<file path="src/rtl/or1200_alarm_ctrl.sv">
// Alarm sequencer for the privilege checker: filters assertion failures,
// stalls the core, raises an alarm interrupt, and locks after repeated trips.
module or1200_alarm_ctrl #(
  parameter int NUM_CHK   = 6,
  parameter int FILTER    = 2,
  parameter int HALT_CYC  = 4,
  parameter int MAX_TRIPS = 3
) (
  input  logic               clk,
  input  logic               rst,
  input  logic [NUM_CHK-1:0] chk_ok,
  input  logic               chk_en,
  input  logic               alarm_ack,
  output logic               cpu_stall,
  output logic               alarm_irq,
  output logic               alarm_locked,
  output logic [NUM_CHK-1:0] fault_src,
  output logic [3:0]         trip_cnt
);

  localparam logic [1:0] ST_ARMED  = 2'd0;
  localparam logic [1:0] ST_HALT   = 2'd1;
  localparam logic [1:0] ST_SIGNAL = 2'd2;
  localparam logic [1:0] ST_LOCKED = 2'd3;

  localparam logic [3:0] FILT_LAST = 4'(FILTER - 1);
  localparam logic [7:0] HALT_LAST = 8'(HALT_CYC - 1);
  localparam logic [3:0] TRIP_LIM  = 4'(MAX_TRIPS);

  logic [1:0]         state, state_n;
  logic [3:0]         filt_cnt, filt_n;
  logic [7:0]         halt_cnt, halt_n;
  logic [NUM_CHK-1:0] fault_n;
  logic [3:0]         trip_n;
  logic               fail;
  logic [NUM_CHK-1:0] new_faults;

  assign fail       = chk_en & ~(&chk_ok);
  assign new_faults = chk_en ? ~chk_ok : '0;

  always_comb begin
    state_n = state;
    filt_n  = filt_cnt;
    halt_n  = halt_cnt;
    fault_n = fault_src;
    trip_n  = trip_cnt;
    case (state)
      ST_ARMED: begin
        if (fail) begin
          fault_n = fault_src | ~chk_ok;
          if (filt_cnt == FILT_LAST) begin
            state_n = ST_HALT;
            filt_n  = 4'd0;
            halt_n  = 8'd0;
            trip_n  = (trip_cnt == 4'hF) ? trip_cnt : trip_cnt + 4'd1;
          end else begin
            filt_n = filt_cnt + 4'd1;
          end
        end else begin
          // An aborted window (or disabled checking) discards recorded faults.
          filt_n  = 4'd0;
          fault_n = '0;
        end
      end
      ST_HALT: begin
        fault_n = fault_src | new_faults;
        halt_n  = halt_cnt + 8'd1;
        if (halt_cnt == HALT_LAST) begin
          state_n = (trip_cnt >= TRIP_LIM) ? ST_LOCKED : ST_SIGNAL;
        end
      end
      ST_SIGNAL: begin
        fault_n = fault_src | new_faults;
        if (alarm_ack) begin
          state_n = ST_ARMED;
          fault_n = '0;
          filt_n  = 4'd0;
        end
      end
      default: begin
        fault_n = fault_src | new_faults;
      end
    endcase
  end

  always_ff @(posedge clk) begin
    if (rst) begin
      state        <= ST_ARMED;
      filt_cnt     <= 4'd0;
      halt_cnt     <= 8'd0;
      fault_src    <= '0;
      trip_cnt     <= 4'd0;
      cpu_stall    <= 1'b0;
      alarm_irq    <= 1'b0;
      alarm_locked <= 1'b0;
    end else begin
      state        <= state_n;
      filt_cnt     <= filt_n;
      halt_cnt     <= halt_n;
      fault_src    <= fault_n;
      trip_cnt     <= trip_n;
      // Status flags are registered from the next state so they track it exactly.
      cpu_stall    <= (state_n != ST_ARMED);
      alarm_irq    <= (state_n == ST_SIGNAL) || (state_n == ST_LOCKED);
      alarm_locked <= (state_n == ST_LOCKED);
    end
  end

endmodule

</file>
<file path="config.mk">
export PLATFORM = sky130hd
export DESIGN_NAME = or1200_alarm_ctrl
export DESIGN_NICKNAME = d
export VERILOG_FILES = /design/src/rtl/or1200_alarm_ctrl.sv
export SDC_FILE = /design/constraint.sdc
export NUM_CORES = 1
export LEC_CHECK = 0
export CORE_MARGIN = 3
export CORE_UTILIZATION = 50
export CTS_BUF_LIST = sky130_fd_sc_hd__clkbuf_4
export DETAILED_ROUTE_END_ITERATION = 12
export GPL_TIMING_DRIVEN = 0
export PLACE_DENSITY = 0.86
export SETUP_SLACK_MARGIN = 0.2
export SYNTH_ARGS = -nofsm -noshare
export SYNTH_HDL_FRONTEND = slang
export SYNTH_SLANG_ARGS = --single-unit
</file>
<file path="constraint.sdc">
create_clock -name clk -period 1.9 [get_ports clk]
set_input_delay 0.19 -clock clk [delete_from_list [all_inputs] [get_ports clk]]
set_output_delay 0.19 -clock clk [all_outputs]
set_load 0.005 [all_outputs]
</file>
* Word level (Yosys, flattened, before mapping)
Index checks and enable logic that the tools add are counted.
** Cells by class
- Bitwise logic cells :: 6
- Reductions and logical operators :: 9
- Mux-type cells :: 17
- Equal/unequal tests :: 10
- $add $sub $neg :: 3
- Magnitude comparators :: 1
** Operator list (count)
- 6-bit 2-to-1 mux :: 3
- 8-bit 2-to-1 mux :: 2
- 8-bit case mux with 2 select lines :: 1
- 4-bit 2-to-1 mux :: 3
- 6-bit bitwise OR :: 2
- 6-bit case mux with 2 select lines :: 1
- 4-bit by 1-bit adder with 4-bit output (second input constant) :: 2
- 8-bit by 1-bit adder with 8-bit output (second input constant) :: 1
- 8-bit by 2-bit == test with 1-bit output (second input constant) :: 1
- 2-bit 2-to-1 mux :: 4
- 4-bit case mux with 2 select lines :: 1
- 2-bit == test (second input constant) :: 3
- 2-bit != test (second input constant) :: 3
- 6-bit NOT :: 1
- 2-bit case mux with 3 select lines :: 1
- 6-bit AND reduction :: 1
- 2-bit nonzero test :: 3
- 4-bit by 1-bit == test with 1-bit output (second input constant) :: 1
- 4-bit == test (second input constant) :: 1
- 4-bit by 2-bit >= comparator with 1-bit output (second input constant) :: 1
- 4-bit AND reduction :: 1
- 3-bit AND reduction :: 1
- 2-bit by 1-bit == test with 1-bit output (second input constant) :: 1
- 2-bit logical NOT :: 1
- 5 further kinds :: 6
** Word-level totals
- Output and inout bits :: 13
- Logic and storage cells :: 54
- Input port bits :: 10
- Flip-flop bits (word level) :: 27

* Longest topological paths before layout
- Depth in word-level cells :: 7
- Gate-level depth with buffers :: 6
- Depth with buffers taken out :: 6

* Worst setup path after synthesis
No wires, ideal clock.
- Path kind :: register to register
- Start :: reg filt_cnt[0]
- End :: reg trip_cnt[0]
- Setup time :: 121 ps
- Required time :: 1779 ps
- Buffers on the path :: 0
- Arrival :: 1484 ps
- Period minus slack after synthesis :: 1605 ps
- Stages on the path, launching flop included :: 6
- Setup slack :: 295 ps
- Cells stage by stage :: dfxtp_1 ha_1 nor3b_1 o211ai_1 a21oi_1 mux2_2
** Between the ends
- Longest elaborated chain between the ends :: 2
** Ends and longest elaborated chain
- start: declaration :: line 31 : logic [3:0] filt_cnt, filt_n;
- start signal: assignment :: line 98 : filt_cnt <= filt_n;
- 4-bit by 1-bit == test with 1-bit output :: line 51 : if (filt_cnt == FILT_LAST) begin
- 4-bit AND reduction (no source line)
- end signal: assignment :: line 101 : trip_cnt <= trip_n;
- end: declaration :: line 18 : output logic [3:0] trip_cnt
Every way passes these cells.
A chain may end at the register's enable or synchronous reset.

* Final worst setup path
- Start :: reg alarm_irq
- End :: out alarm_irq
** RTL lines
- start: declaration :: line 15 : output logic alarm_irq,
- start signal: assignment :: line 104 : alarm_irq <= (state_n == ST_SIGNAL) || (state_n == ST_LOCKED);
No word-level cell between the ends.

==> flow_summary.json <==
{
  "viasPerCell": 5.930,
  "syn2layout_area_growth_pct": 34.95,
  "path_cells": "clkdlybuf4s50_1",
  "cp-end-kind": "output port",
  "crit_type": "reg -> out",
  "root_buffer": "clkbuf_4",
  "synth_seq_area_share_pct": 43.02,
  "clk_latency_ns": 0.31,
  "leakage_uw": 0.0006189,
  "syn-num-nets": 151,
  "vias": 1186,
  "clk_pin_slew_ns": 0.13,
  "path_buf_inv": 1,
  "die-area_mm2": 0.003046,
  "start_kind": "flop",
  "synth_top_family_by_area": "simple AND/OR/NAND/NOR gates",
  "gp_congestion": 0.7955,
  "max_cap_viol_count": 0,
  "antennaDiodeCount": 0,
  "synthXorXnorAreaFrac_pct": 0.7239,
  "required_ns": 1.71,
  "die_h_um": 55.19,
  "cts.sinks": 26,
  "finalHoldViolations": 0,
  "final_cell_mix": "dfxtp_1, clkdlybuf4s50_1, a21oi_1",
  "drc_errors": 0,
  "h-tree-depth": 1,
  "grt_max_degree": 15,
  "max_freq_ghz": 0.5975,
  "antenna_found_initial": 0,
  "crit_slowest_cell": "clkdlybuf4s50_1",
  "ys_ff_latch": 26,
  "layout_commonest_cell": "dfxtp_1",
  "synth_mux_area_share_pct": 1.758,
  "drtPass1Iterations": 4,
  "yosys_warnings": 0,
  "antenna_left": 0,
  "p_clk_share_pct": 22.7,
  "synthAdderAreaFrac_pct": 4.137,
  "p_int_uw": 749.0,
  "maxSlewViolCount": 0,
  "cpPeakStageDelay_ns": 0.60,
  "status": "finished, final reports clean",
  "power_density_mw_per_mm2": 618.9,
  "wirelength_um": 2913,
  "ctsHoldBuffers": 0,
  "critPathMaxFanout": 8,
  "netlist_instances": 137,
  "synth_cell_types": 40,
  "switching_share_pct": 25.88,
  "switching_power_uw": 261.6,
  "synth-simple-area-share_pct": 25.03,
  "portBuffers": 22,
  "synth_edf_count": 0,
  "nets": 187,
  "first_global_vias": 1024,
  "skew_ns": 0.0007747,
  "async_flop_share_pct": 0,
  "grt_pass1_wl_um": 4395,
  "floorplan.rows": 17,
  "synth_compound_area_share_pct": 21.30,
  "drt_iter0_markers": 19,
  "hp-class": "in -> reg",
  "tightest_slew_ns": 0.4587,
  "power_uw": 1011,
  "dp_hpwl_um": 2092,
  "syn_area_per_cell_um2": 8.831,
  "max_slew_margin_pct": 69.28,
  "dieWidth_um": 55.19,
  "place_inst": 187,
  "finalCritPeriodShare_pct": 88.09,
  "final_layout_size_suffix_gt1_share_pct": 19.19,
  "wl_per_cell_um": 14.57,
  "rsz0062_at_grt": "yes",
  "cpLargestDelayFamily": "buffers and inverters",
  "worst_hold_slack_ns": 0.3343,
  "grt-ovfl-total": 0,
  "core_mm2": 0.002255,
  "max-vdd-ir-drop_mv": 0.6013,
  "seq_power_share_pct": 57.9,
  "fin_tns_setup_ns": 0,
  "cts_tree": "built",
  "synth_area_mm2": 0.001210,
  "fin_cells": 200,
  "min_period_ns": 1.674,
  "start_util_pct": 53.66,
  "pwr-share-comb_pct": 19.4,
  "clk_path_buf_depth": 2,
  "cts-buffers-inserted": 3,
  "io_pins": 23,
  "track_usage_pct": 20.12,
  "critical_path_arrival_ns": 1.48,
  "postLayoutCoreUtil_pct": 72.42,
  "setup_viol": 0,
  "synth_ff_type": "dfxtp_1"
}
==> cell type report <==
cell class | count | area, um2
plain buffers | 1 | 3.754
clock buffers | 3 | 22.52
clock inverters | 1 | 3.754
fillers | 174 | 621.8
inverters | 12 | 45.04
multi-input cells | 98 | 708.2
flip-flops and latches | 26 | 524.3
well taps | 28 | 35.03
repair buffers | 31 | 290.3
==> power groups by stage <==
| stage | clock network [uW] | registers [uW] | logic (uW) |
|---|---|---|---|
| final | 230 | 585 | 196 |
| after global routing | 250 | 587 | 213 |
| after CTS | 232 | 580 | 178 |
| after detailed placement | 0 | 594 | 147 |
| after global placement | 0 | 592 | 140 |
| after floorplan | 0 | 591 | 80.9 |
==> state kept, by name, indices dropped and copies added (netlist names) <==
| register | cells |
|---|---|
| state | 1 |
| trip_cnt | 4 |
| cpu_stall | 1 |
| alarm_locked | 1 |
| alarm_irq | 1 |
| fault_src | 6 |
| filt_cnt | 4 |
| halt_cnt | 8 |
==> kinds of logic after synthesis <==
family	count (synthesis)
compound gates	38
xor+xnor	1
fa+ha+maj	4
mux	2
flops	26
simple gates	53
buf+inv	13
==> cell usage after synthesis (2+ instances only) <==
cell	number	share of area (%)
nor3_1	2	0.83
nand3_1	6	2.5
a211o_1	2	1.4
nand2_1	10	3.1
inv_1	12	3.7
nor4b_1	3	2.2
or4_1	3	1.9
or3_1	2	1.0
nor2b_1	3	1.6
nor2_1	11	3.4
o31ai_1	5	3.1
nand4_1	2	1.0
nor4_1	3	1.6
a21oi_1	14	5.8
a31o_2	2	1.4
dfxtp_1	26	43
o211ai_1	2	1.2
ha_1	4	4.1
o21ai_0	4	1.7
==> layer usage <==
layer / up-vias / GRT usage (%) / wire (um)
li1: 585 / - / -
met1: 572 / 24.84 / 1256
met2: 22 / 35.43 / 1514
met3: 7 / 2.413 / 107
met4: 0 / 7.692 / 34
met5: - / 0 / 0
==> worst paths after layout <==
kind	start	endpoint	slack, ns	cells past startpoint
setup / recovery	alarm_irq$_SDFF_PP0_	alarm_irq	0.23	1
hold / removal	chk_en	fault_src[5]$_SDFF_PP0_	0.33	3
setup reg to reg	filt_cnt[1]$_SDFFE_PP0P_	halt_cnt[7]$_SDFFE_PP0P_	0.27	6
hold reg to reg	fault_src[1]$_SDFF_PP0_	fault_src[1]$_SDFF_PP0_	0.49	2
==> through the flow <==
step	cell area (um2)	setup WS (ns)
6_report	1633	0.2263
5_1_grt	1633	0.1681
4_1_cts	1563	0.1944
3_5_place_dp	1465	-0.2385
3_3_place_gp	1465	-0.1728
2_1_floorplan	1210	0.2951
==> repair_timing <==
item | in CTS | in global routing
buffers inserted | 6 | 3
endpoints found under the setup margin | 11 | 16
pin swaps | 2 | 10
hold endpoints to repair | 0 | 0
resized for setup | 7 | 12
Power figures use the tool's default switching activity.
